File: config.mk
export PLATFORM = sky130hd
export DESIGN_NAME = booth_seq_multiplier
export DESIGN_NICKNAME = d
export VERILOG_FILES = /design/src/rtl/booth_seq_multiplier.sv
export SDC_FILE = /design/constraint.sdc
export NUM_CORES = 1
export LEC_CHECK = 0
export BUFFER_PORTS_ARGS = -buffer_cell sky130_fd_sc_hd__buf_4
export CORE_MARGIN = 2
export CORE_UTILIZATION = 56
export DETAILED_ROUTE_END_ITERATION = 6
export PLACE_DENSITY = 0.84
export SKIP_CTS_REPAIR_TIMING = 1
export SLEW_MARGIN = 25
export SYNTH_ARGS = -nofsm -noshare
export SYNTH_HDL_FRONTEND = slang
export SYNTH_SLANG_ARGS = --single-unit
File: constraint.sdc
create_clock -name clk -period 2.75 [get_ports clk]
set_input_delay 0.55 -clock clk [delete_from_list [all_inputs] [get_ports clk]]
set_output_delay 0.55 -clock clk [all_outputs]
set_load 0.03 [all_outputs]
File: src/rtl/booth_seq_multiplier.sv
`default_nettype none
// +--------------------------------------------------------------------------+
// | Module      : booth_seq_multiplier                                       |
// | Description : Iterative radix-2 Booth multiplier. One shared N-bit        |
// |               adder/subtractor performs one add/sub-and-shift step per    |
// |               clock (N = WIDTH+1). Signed or unsigned mode is selected    |
// |               per operation; result is held until the next accepted op.   |
// | Revision    : 1.0  initial release                                       |
// +--------------------------------------------------------------------------+
module booth_seq_multiplier #(
  parameter int WIDTH = 8
) (
  input  logic                   clk,
  input  logic                   rst,
  input  logic                   start,
  input  logic                   is_signed,
  input  logic [WIDTH-1:0]       multiplicand,
  input  logic [WIDTH-1:0]       multiplier,
  output logic                   busy,
  output logic                   done,
  output logic [2*WIDTH-1:0]     product
);

  // One extra bit lets unsigned operands be treated as non-negative signed
  // values, so a single signed Booth datapath covers both modes.
  localparam int N  = WIDTH + 1;
  localparam int CW = $clog2(N);
  localparam logic [CW-1:0] LAST_STEP = CW'(N - 1);

  typedef enum logic [1:0] {
    IDLE = 2'd0,
    RUN  = 2'd1,
    DONE = 2'd2
  } state_t;

  state_t              state_q, state_d;
  logic [N-1:0]        acc_q, acc_d;
  logic [N-1:0]        mq_q, mq_d;        // multiplier register Q
  logic                qm1_q, qm1_d;      // Booth q-1 bit
  logic [N-1:0]        m_q, m_d;          // extended multiplicand
  logic [CW-1:0]       count_q, count_d;
  logic [2*WIDTH-1:0]  product_q, product_d;

  logic [N-1:0]        ext_m;
  logic [N-1:0]        ext_q;
  logic                do_add;
  logic                do_sub;
  logic [N-1:0]        addend;
  logic [N-1:0]        sum;
  logic [N-1:0]        step_acc;
  logic [N-1:0]        step_q;
  logic                step_qm1;

  // Operand extension to N bits according to the requested mode
  always_comb begin
    ext_m = is_signed ? {multiplicand[WIDTH-1], multiplicand} : {1'b0, multiplicand};
    ext_q = is_signed ? {multiplier[WIDTH-1], multiplier}     : {1'b0, multiplier};
  end

  // One Booth step: decode {Q[0],q-1}, shared add/sub, then arithmetic shift
  always_comb begin
    do_sub   = mq_q[0] & ~qm1_q;
    do_add   = ~mq_q[0] & qm1_q;
    addend   = do_sub ? ~m_q : (do_add ? m_q : '0);
    // Subtraction is ~M plus a carry-in of one; the carry out is discarded.
    sum      = acc_q + addend + {{(N-1){1'b0}}, do_sub};
    step_acc = {sum[N-1], sum[N-1:1]};
    step_q   = {sum[0], mq_q[N-1:1]};
    step_qm1 = mq_q[0];
  end

  // Next-state and register-next logic for the IDLE/RUN/DONE sequencer
  always_comb begin
    state_d   = state_q;
    acc_d     = acc_q;
    mq_d      = mq_q;
    qm1_d     = qm1_q;
    m_d       = m_q;
    count_d   = count_q;
    product_d = product_q;
    case (state_q)
      IDLE, DONE: begin
        // DONE accepts a new start just like IDLE, giving back-to-back ops.
        if (start) begin
          m_d     = ext_m;
          mq_d    = ext_q;
          acc_d   = '0;
          qm1_d   = 1'b0;
          count_d = '0;
          state_d = RUN;
        end else begin
          state_d = IDLE;
        end
      end
      RUN: begin
        acc_d   = step_acc;
        mq_d    = step_q;
        qm1_d   = step_qm1;
        count_d = count_q + CW'(1);
        if (count_q == LAST_STEP) begin
          // The top two bits of {acc,Q} are pure sign extension here.
          product_d = {step_acc[N-3:0], step_q};
          state_d   = DONE;
        end
      end
      default: begin
        state_d = IDLE;
      end
    endcase
  end

  // State and datapath registers; reset abandons any operation in flight
  always_ff @(posedge clk or posedge rst) begin
    if (rst) begin
      state_q   <= IDLE;
      acc_q     <= '0;
      mq_q      <= '0;
      qm1_q     <= 1'b0;
      m_q       <= '0;
      count_q   <= '0;
      product_q <= '0;
    end else begin
      state_q   <= state_d;
      acc_q     <= acc_d;
      mq_q      <= mq_d;
      qm1_q     <= qm1_d;
      m_q       <= m_d;
      count_q   <= count_d;
      product_q <= product_d;
    end
  end

  // Status outputs decode straight from the state so reset clears them at once
  always_comb begin
    busy    = (state_q == RUN);
    done    = (state_q == DONE);
    product = product_q;
  end

endmodule
`default_nettype wire

Word level (Yosys, flattened, before mapping)
Cells that the tools add are included.
Word-level totals
  register bits after elaboration: 50
  input bits: 20
  output and inout bits: 18
  logic and storage cells: 41
Cells by class
  add/sub/neg operators: 3
  equality and inequality tests: 5
  mux-type cells: 15
  bitwise logic cells: 5
  reduce and logical (&&, ||, !) cells: 6
Operator list (number)
  $mux W9: 6
  $pmux W9 S2: 2
  $add A9 B1 Y9: 1
  $add A9 B9 Y9: 1
  $not A9 Y9: 1
  $pmux W4 S2: 1
  $reduce_and A2 Y1: 3
  $add A4 B1 Y4 const B: 1
  $eq A4 B4 Y1 const B: 1
  $mux W4: 1
  $pmux W2 S2: 1
  $and A1 B1 Y1: 2
  $eq A2 B1 Y1 const B: 1
  $eq A2 B2 Y1 const B: 1
  $logic_not A2 Y1: 1
  $mux W1: 2
  $mux W2: 1
  $ne A2 B1 Y1 const B: 1
  $ne A2 B2 Y1 const B: 1
  $not A1 Y1: 2
  $pmux W1 S2: 1
  $reduce_bool A2 Y1: 1
  $reduce_or A2 Y1: 1

Longest topological paths before layout
Gate-level depths: netlist of the first run.
  depth after elaboration: 7
  mapped depth: 10
  depth with buffers taken out: 10

Worst setup path after synthesis of the first run
No wires, ideal clock.
  path kind: reg-to-reg
  start: reg qm1_q
  end: reg product_q[14], in the netlist product[14]
  library setup time: 125 ps
  arrival time: 2371 ps
  data required time: 2625 ps
  path slack: 254 ps
  stages on the path, launching flop included: 11
  path buffers: 0
  period minus slack after synthesis: 2496 ps
  path through: dfrtp_1 nor2b_4 nand2_1 o21ai_0 fa_1 fa_1 a211oi_2 o21bai_1 a21oi_1 xnor2_1 mux2_4
On the way
  cells in the longest elaborated chain, start to end: 5
  elaborated cells between the ends (all ways): 7
  classes of those cells: 2 x add/sub; 2 x mux; 3 x bitwise
RTL lines
  start: declaration: line 39  | logic qm1_q, qm1_d;
  start signal: assignment: line 126  | qm1_q <= qm1_d;
  $and A1 B1 Y1 or $not A1 Y1 (tied branches): line 63, 62
  $mux W9 or $and A1 B1 Y1 (tied branches): line 64, 62
  $mux W9: line 64  | addend = do_sub ? ~m_q : (do_add ? m_q : '0);
  $add A9 B9 Y9: line 66  | sum = acc_q + addend + {{(N-1){1'b0}}, do_sub};
  $add A9 B1 Y9 (*): line 66
  end signal: assignment: line 129  | product_q <= product_d;
  end: declaration: line 42  | logic [2*WIDTH-1:0] product_q, product_d;
Mark *: on every way between the ends. The rest lies on a longest branch, timed or not.
A chain may end at the register's enable or synchronous reset.

Worst setup path after layout of the first run
Ends and elaborated chain as after synthesis.

==> reports/metrics.yaml, run 1 <==
routing:
  vias: 1784
  wl_per_cell_um: 15.0
  viasPerCell: 5.58
  postRouteAntennaNets: 0
  dr.pass1.iters: 4
  totalWireLength_mm: 4.79
  drt_iter0_drc: 115
  drc: 0
place:
  dpl.hpwl_mm: 3.44
  gp_congestion: 0.866
  port_buffers: 37
  placed_cell_area_mm2: 0.00277
logic_synthesis:
  synth_area_leaders: "dfrtp_1 (51%), nand2_1 (9.1%), mux2_2 (6.5%)"
  synth_top_area_share_pct: 50.6
  netlist_area_mm2: 0.00242
  synth_cell_type_count: 38
  netlist_instances: 227
  synth_edf_count: 0
  ys.flop_type: "dfrtp_1"
  synthesis.nets: 258
  ys_seq_area_share_pct: 50.6
  ys_async_sr_fraction_pct: 100
  yosysTopAreaCell: "dfrtp_1"
  synth_area_per_cell_um2: 10.7
  yosys_warnings: 0
  synth_seq_cells: 49
timing:
  setup_viol: 0
  setup_tns_ns: 0
  tightestPinTransition_ns: 0.482
  fmax_ghz: 0.383
  rsz0062_at_grt: "no"
  min_period_ns: 2.61
  clock_skew_ns: 0.00672
  hold_violations: 0
  fin_crit_sh_pct: 95.0
  slew_violations: 0
  maxSlewHeadroom_pct: 67.9
die:
  fp-row-count: 23
  dieArea_mm2: 0.00487
  dieHeight_um: 69.8
  die_w_um: 69.8
  start_util_pct: 59.3
  core_mm2: 0.00409
  ioPinCount: 38
power_and_ir_drop:
  peakVddDrop_v: 0.000721
  p_leak_nw: 1.36
  powerDensity_mw_per_mm2: 1430
critical_path:
  arrival_ns: 2.81
  cp.required_ns: 2.95
  cp_max_fo: 7
  r2r_cells: 10
  r2r_slack_ns: 0.14
  r2r-start: "qm1_q"
  end_kind: "flop"
  cp-start-kind: "flop"
  r2r-end: "product[14]"
  crit_type: "flop to flop"
hold_path:
  hold_path.class: "input pin to asynchronous set/reset pin"
finish:
  fin_nets: 300
  drive_above_1_share_pct: 29.3
  final_common_cell: "nand2_1"
  layout_common_cells: "nand2_1 (59), dfrtp_1 (47), buf_4 (43)"
  design_area_mm2: 0.00286
  antenna_cells: 0
  syn2layout_area_growth_pct: 18.0
clock_tree:
  htree_levels: 2
  insertion_delay_ns: 0.30
  cts_tree: "yes"
  root_buffer: "clkbuf_8"
  clk_pin_slew_worst_paths_ns: 0.09
  cts-buffers-inserted: 5
  cts.sinks: 49
  clk_path_buf_depth: 2
global_route:
  grt-ovfl-total: 0
  grt_pass1_wl_mm: 8.24
  grt_pass1_vias: 1804
  grt_start_max_net_pins: 23
  grt_usage_pct: 21.2
  antenna_found_initial: 0
run_status:
  outcome: "finished clean"
job:
  cap_viol_max_count: 0
-- worst max-delay path by stage --
stage	startpoint	to	slack (ns)	depth (start not counted)
global placement	qm1_q	product[14]	0.15	10
global route	qm1_q	acc_q[7]	0.02	10
detailed placement	qm1_q	product[14]	0.11	10
CTS	qm1_q	product[14]	0.07	10
floorplan	qm1_q	product[14]	0.25	10
finish	qm1_q	product[14]	0.14	10
-- flip-flops by register name, indices dropped and copies added, names as in the netlist --
signal and cells:
count_q 4, mq_q 9, acc_q 8, qm1_q 1, product 16, m_q 9
state_q 2
-- final cells by class --
type | instances | area [um^2]
flip-flops and latches | 49 | 1230
multi-input cells | 164 | 1130
well taps | 50 | 62.6
inverters | 6 | 22.5
fillers | 320 | 1230
clock inverters | 2 | 15.0
clock buffers | 6 | 72.6
repair buffers | 43 | 323
-- per-stage QoR --
step           setup slack [ns]  cells  power [mW]  hold WS (ns)  utilization [%]
2_1_floorplan             0.254    227        3.07         0.456                -
3_3_place_gp              0.152    312        3.60         0.468             67.7
3_5_place_dp              0.113    312        3.67         0.472             67.7
4_1_cts                  0.0684    320        4.10         0.217             69.8
5_1_grt                  0.0159    320        4.43         0.221             70.0
6_report                  0.136    320        4.10         0.204             70.0
-- cell usage after synthesis, types with 3 or more instances --
| cell type | count |
|---|---|
| o21ai_0 | 17 |
| nand2_1 | 59 |
| ha_1 | 9 |
| xnor2_1 | 5 |
| nand3_1 | 4 |
| nor2_1 | 3 |
| a22o_1 | 9 |
| mux2_2 | 14 |
| a21oi_1 | 5 |
| a22oi_1 | 8 |
| dfrtp_1 | 49 |
| buf_2 | 4 |
| inv_1 | 5 |
| o21bai_1 | 3 |
| a21o_1 | 4 |
-- power by group --
| part | switching [mW] | internal, mW |
|---|---|---|
| clock | 0.244 | 0.180 |
| sequential | 0.275 | 1.09 |
| combinational | 1.26 | 1.05 |
| total | 1.78 | 2.32 |
-- cell families (layout without fill, tap and decap cells) --
logic type | after synthesis | in the layout | synth area share, %
simple gates | 76 | 76 | 14.1
compound gates | 53 | 53 | 15.5
flops | 49 | 49 | 50.6
mux | 18 | 18 | 8.57
buf+inv | 14 | 57 | 2.68
fa+ha+maj | 11 | 11 | 6.30
xor+xnor | 6 | 6 | 2.17
-- worst max-delay path: stages (launching register included) --
cell and delay (ns):
dfrtp_2 0.45, nor2b_4 0.16, nand2_1 0.06, o21ai_0 0.09, fa_1 0.46, fa_2 0.41
a211oi_2 0.23, o21bai_1 0.10, a21oi_1 0.18, xnor2_1 0.10, mux2_4 0.26
-- routing by layer --
layer / vias up / part of all wire (%) / GRT usage [%]
li1: 878 / - / -
met1: 861 / 46 / 29.1
met2: 41 / 49 / 34.2
met3: 4 / 3.9 / 4.07
met4: 0 / 1.4 / 6.84
met5: - / 0 / 0
(Power assumes the default switching activity.)
==> inputs of run 2 (changes only) <==
- ABC_AREA: unset -> 1
- SKIP_LAST_GASP: unset -> 1
==> run 2 against run 1 <==
Sequential power down 4%. Area after synthesis up 3.7%. Sequential share of layout area is 1.0 points lower. Clock skew hardly changed. Register-to-register slack improved by 0.21 ns. Total power decreased by 0.50%. Routed wire length is 5.4% higher. Utilization fell by 2.4 points. Global-route usage is 1.1 points higher. Combinational power rose by 2%. Largest power group unchanged.
==> reports/metrics.yaml, run 2 <==
critical_path:
  cp_max_fo: 8
  end_kind: "flop"
  crit_top_cell: "nand2_1"
  cp_slowest_stage_delay_ns: 0.43
  r2r_slack_ns: 0.35
  path_cells: "inv_1 -> nor2_1 -> inv_1 -> o21ai_0 -> fa_1 -> fa_1 -> nand3_1 -> nand2_1 -> nand2_1 -> nand3b_1 -> nand3_1 -> nand2_1"
  cp.required_ns: 2.95
  critPathSlowestCell: "fa_1"
  critPathBufInv: 2
  crit_family: "adder cells"
  crit_type: "flop to flop"
  arrival_ns: 2.60
  cp-start-kind: "flop"
finish:
  largest_reg_flops: 16
  drive_above_1_share_pct: 21.1
  final_common_cell: "nand2_1"
  antenna_cells: 0
  layout_common_cells: "nand2_1 (108), dfrtp_1 (49), buf_4 (40)"
  syn2layout_area_growth_pct: 16.3
  fin_nets: 366
  design_area_mm2: 0.00292
logic_synthesis:
  yosys_warnings: 0
  netlist_area_mm2: 0.00251
  synth_cell_type_count: 29
  synth_edf_count: 0
  synth_area_leaders: "dfrtp_1 (49%), nand2_1 (16%), inv_1 (4.9%)"
  yosysTopAreaCell: "dfrtp_1"
  ys_async_sr_fraction_pct: 100
  ys.flop_type: "dfrtp_1"
  synthesis.nets: 325
  synth_common_cells: "nand2_1 (108), dfrtp_1 (49), inv_1 (33)"
  yosysMostFrequentCell: "nand2_1"
  netlist_instances: 294
  synth_top_area_share_pct: 48.8
  synth_seq_cells: 49
  synth_area_per_cell_um2: 8.55
  ys_seq_area_share_pct: 48.8
clock_tree:
  htree_levels: 2
  insertion_delay_ns: 0.30
  clk_path_buf_depth: 2
  cts.sinks: 49
  cts_tree: "yes"
  clk_pin_slew_worst_paths_ns: 0.09
  cts-buffers-inserted: 5
  root_buffer: "clkbuf_8"
die:
  start_util_pct: 58.1
  fp-row-count: 24
  ioPinCount: 38
  die_w_um: 71.0
  dieHeight_um: 71.0
  dieArea_mm2: 0.00504
  core_mm2: 0.00432
job:
  cap_viol_max_count: 0
routing:
  vias: 2062
  viasPerCell: 5.31
  postRouteAntennaNets: 0
  wl_per_cell_um: 13.0
  totalWireLength_mm: 5.05
  drc: 0
  dr.pass1.iters: 4
  drt_iter0_drc: 192
timing:
  whs_ns: 0.201
  setup_tns_ns: 0
  slew_violations: 0
  tightestPinTransition_ns: 0.455
  fin_crit_sh_pct: 87.4
  hold_violations: 0
  setup_viol: 0
  min_period_ns: 2.40
  maxSlewHeadroom_pct: 69.5
  rsz0062_at_grt: "no"
  fmax_ghz: 0.416
  clock_skew_ns: 0.00647
global_route:
  grt_usage_pct: 22.3
  antenna_found_initial: 0
  grt_pass1_vias: 1992
  grt_start_max_net_pins: 34
  grt_pass1_wl_mm: 8.87
  grt-ovfl-total: 0
place:
  placed_cell_area_mm2: 0.00284
  gp_congestion: 0.848
  dpl.hpwl_mm: 3.90
  port_buffers: 37
hold_path:
  hold_path.class: "input pin to asynchronous set/reset pin"
power_and_ir_drop:
  peakVddDrop_v: 0.000583
  p_leak_nw: 1.55
  powerDensity_mw_per_mm2: 1400
run_status:
  outcome: "finished clean"
-- run 2: kinds of logic (layout without fill, tap and decap cells) --
family / after synthesis / count (layout) / share of synthesized area [%]
buffers and inverters: 43 / 85 / 7.37
and+or+nand+nor: 146 / 146 / 25.1
AOI/OAI and AO/OA: 42 / 42 / 11.6
DFF: 49 / 49 / 48.8
adders and majority gates: 11 / 11 / 6.07
xor gates and xnor gates: 3 / 3 / 1.05
-- run 2: worst paths after layout --
check / startpoint / end / cells after the start
min in group clk: multiplicand[0] / m_q[0] / 3
setup / recovery: mq_q[0] / acc_q[5] / 12
setup reg to reg: mq_q[0] / acc_q[5] / 12
max in group asynchronous: rst / product[12] / 3
hold / removal: rst / acc_q[4] / 2
hold reg to reg: count_q[3] / count_q[3] / 1
-- run 2: routing by layer --
metal  track usage, %  part of all wire, %  vias up
met5                0                    0        -
met4             6.29                  1.2        0
met3             4.13                  4.8        7
met2             36.9                   50       53
met1             30.3                   44      971
li1                 -                    -     1031
-- run 2: area by class of cell --
cell class	instances	area [um^2]
Tap cell	52	65.1
Sequential cell	49	1230
Multi-Input combinational cell	202	1100
Fill cell	367	1400
Inverter	37	141
Clock buffer	6	72.6
Clock inverter	2	15.0
Timing Repair Buffer	40	300
-- run 2: per-stage QoR --
stage	instances	total power, mW	setup slack (ns)	util [%]
after floorplan	294	3.05	0.614	-
after global placement	380	3.55	0.504	65.6
after detailed placement	380	3.68	0.372	65.6
after CTS	388	4.10	0.354	67.6
after global routing	388	4.46	0.0880	67.6
final	388	4.08	0.346	67.6
-- run 2: power by group --
group	internal, mW	switching [mW]	total, mW
Clock	0.179	0.240	0.419
Combinational	0.870	1.48	2.35
Sequential	1.09	0.225	1.31
Total	2.14	1.94	4.08
==> inputs of run 3 (changes only) <==
- CORE_ASPECT_RATIO: unset -> 1.2
- CORE_UTILIZATION: 56 -> 30
- PLACE_DENSITY: 0.84 -> 0.52
==> run 3 against run 2 <==
Cell area grew 2.6%. Clock-buffer cell count shrank 1. Die area up 81%. Routed wire length is 5.2% higher. Non-clock buffer count stayed put. Combinational power shrank 2%. Sequential cell count stayed put. Clock skew is 0.0013 ns higher. Via count shrank 5.5%. Utilization is 31 points lower. Largest power group unchanged.
==> reports/metrics.yaml, run 3 (synthesis results as in run 2) <==
die:
  ioPinCount: 38
  start_util_pct: 30.8
  core_mm2: 0.00815
  dieHeight_um: 104
  dieArea_mm2: 0.00913
  die_w_um: 87.6
  fp-row-count: 36
finish:
  drive_above_1_share_pct: 21.4
  syn2layout_area_growth_pct: 19.3
  final_common_cell: "nand2_1"
  largest_reg_flops: 16
  layout_common_cells: "nand2_1 (108), dfrtp_1 (49), buf_4 (40)"
  fin_nets: 366
  antenna_cells: 0
  stdcell_count: 450
timing:
  clock_skew_ns: 0.00779
  min_period_ns: 2.42
  maxSlewHeadroom_pct: 68.7
  fmax_ghz: 0.414
  hold_violations: 0
  setup_tns_ns: 0
  setup_slack_ns: 0.335
  fin_crit_sh_pct: 87.8
  setup_viol: 0
  tightestPinTransition_ns: 0.468
  rsz0062_at_grt: "no"
  slew_violations: 0
clock_tree:
  cts_tree: "yes"
  root_buffer: "clkbuf_8"
  insertion_delay_ns: 0.30
  cts-buffers-inserted: 5
  clk_path_buf_depth: 2
  cts.sinks: 49
  clk_pin_slew_worst_paths_ns: 0.09
  htree_levels: 2
routing:
  drc: 0
  postRouteAntennaNets: 0
  dr.pass1.iters: 4
  wl_per_cell_um: 11.8
  totalWireLength_mm: 5.31
  viasPerCell: 4.33
  drt_iter0_drc: 97
  vias: 1948
place:
  gp_congestion: 0.829
  dp_cells: 442
  dpl.hpwl_mm: 4.10
  port_buffers: 37
  preCtsSetupSlack_ns: 0.347
power_and_ir_drop:
  power_mw: 4.04
  peakVddDrop_v: 0.000315
  p_leak_nw: 1.55
  powerDensity_mw_per_mm2: 1350
global_route:
  grt-ovfl-total: 0
  grt_pass1_wl_mm: 9.37
  antenna_found_initial: 0
  grt_pass1_vias: 1986
  grt_start_max_net_pins: 31
  grt_usage_pct: 12.9
critical_path:
  critPathSlowestCell: "fa_1"
  cp_max_fo: 8
  cp_slowest_stage_delay_ns: 0.43
  path_cells: "inv_1 -> nor2_1 -> inv_1 -> o21ai_0 -> fa_1 -> fa_1 -> nand3_1 -> nand2_1 -> nand2_1 -> nand3b_1 -> nand3_1 -> nand2_1"
  cp.required_ns: 2.95
  crit_top_cell: "nand2_1"
  crit_type: "flop to flop"
  arrival_ns: 2.61
  cp-start-kind: "flop"
  end_kind: "flop"
hold_path:
  hold_path.class: "input pin to asynchronous set/reset pin"
job:
  cap_viol_max_count: 0
run_status:
  outcome: "finished clean"
-- run 3: stage by stage --
step | area (um^2) | utilization, % | hold slack, ns
global route | 3000 | 36.8 | 0.284
floorplan | 2510 | - | 0.441
finish | 3000 | 36.8 | 0.272
CTS | 3000 | 36.8 | 0.273
global placement | 2910 | 35.7 | 0.465
detailed placement | 2910 | 35.7 | 0.468
-- run 3: power by group --
group	total [mW]	internal [mW]	switching, mW
registers	1.31	1.09	0.221
clock network	0.426	0.176	0.250
logic	2.31	0.859	1.45
total	4.04	2.12	1.92
-- run 3: layout make-up --
type	count	area, um^2
fill	886	5150
sequential	49	1230
multi-input combinational	202	1100
timing repair buffer	40	300
tap	114	143
inverter	37	141
clock buffer	5	68.8
clock inverter	3	17.5
-- run 3: critical path, delay by kind of cell, from the launching register on --
kind,cells,cell delay (ns)
AOI/OAI and AO/OA,1,0.13
adders and majority gates,2,0.85
buffers and inverters,2,0.26
DFF,1,0.40
and+or+nand+nor,7,0.66
-- run 3: path summary, 6_finish.rpt --
path,start,endpoint,slack [ns],cells past startpoint
min in group clk,multiplicand[0],m_q[0],0.44,3
max reg2reg,mq_q[0],acc_q[5],0.33,12
max,mq_q[0],acc_q[5],0.33,12
min reg2reg,count_q[3],count_q[3],0.48,1
min,rst,product[15],0.27,3
max in group asynchronous,rst,product[1],2.15,3
-- run 3: per-layer routing --
metal,vias up,share of wire (%),routed length [um],track usage [%]
li1,1025,-,-,-
met1,894,47,2520,17.5
met2,25,49,2590,21.0
met3,4,2.8,147,2.30
met4,0,1.1,59,3.63
met5,-,0,0,0
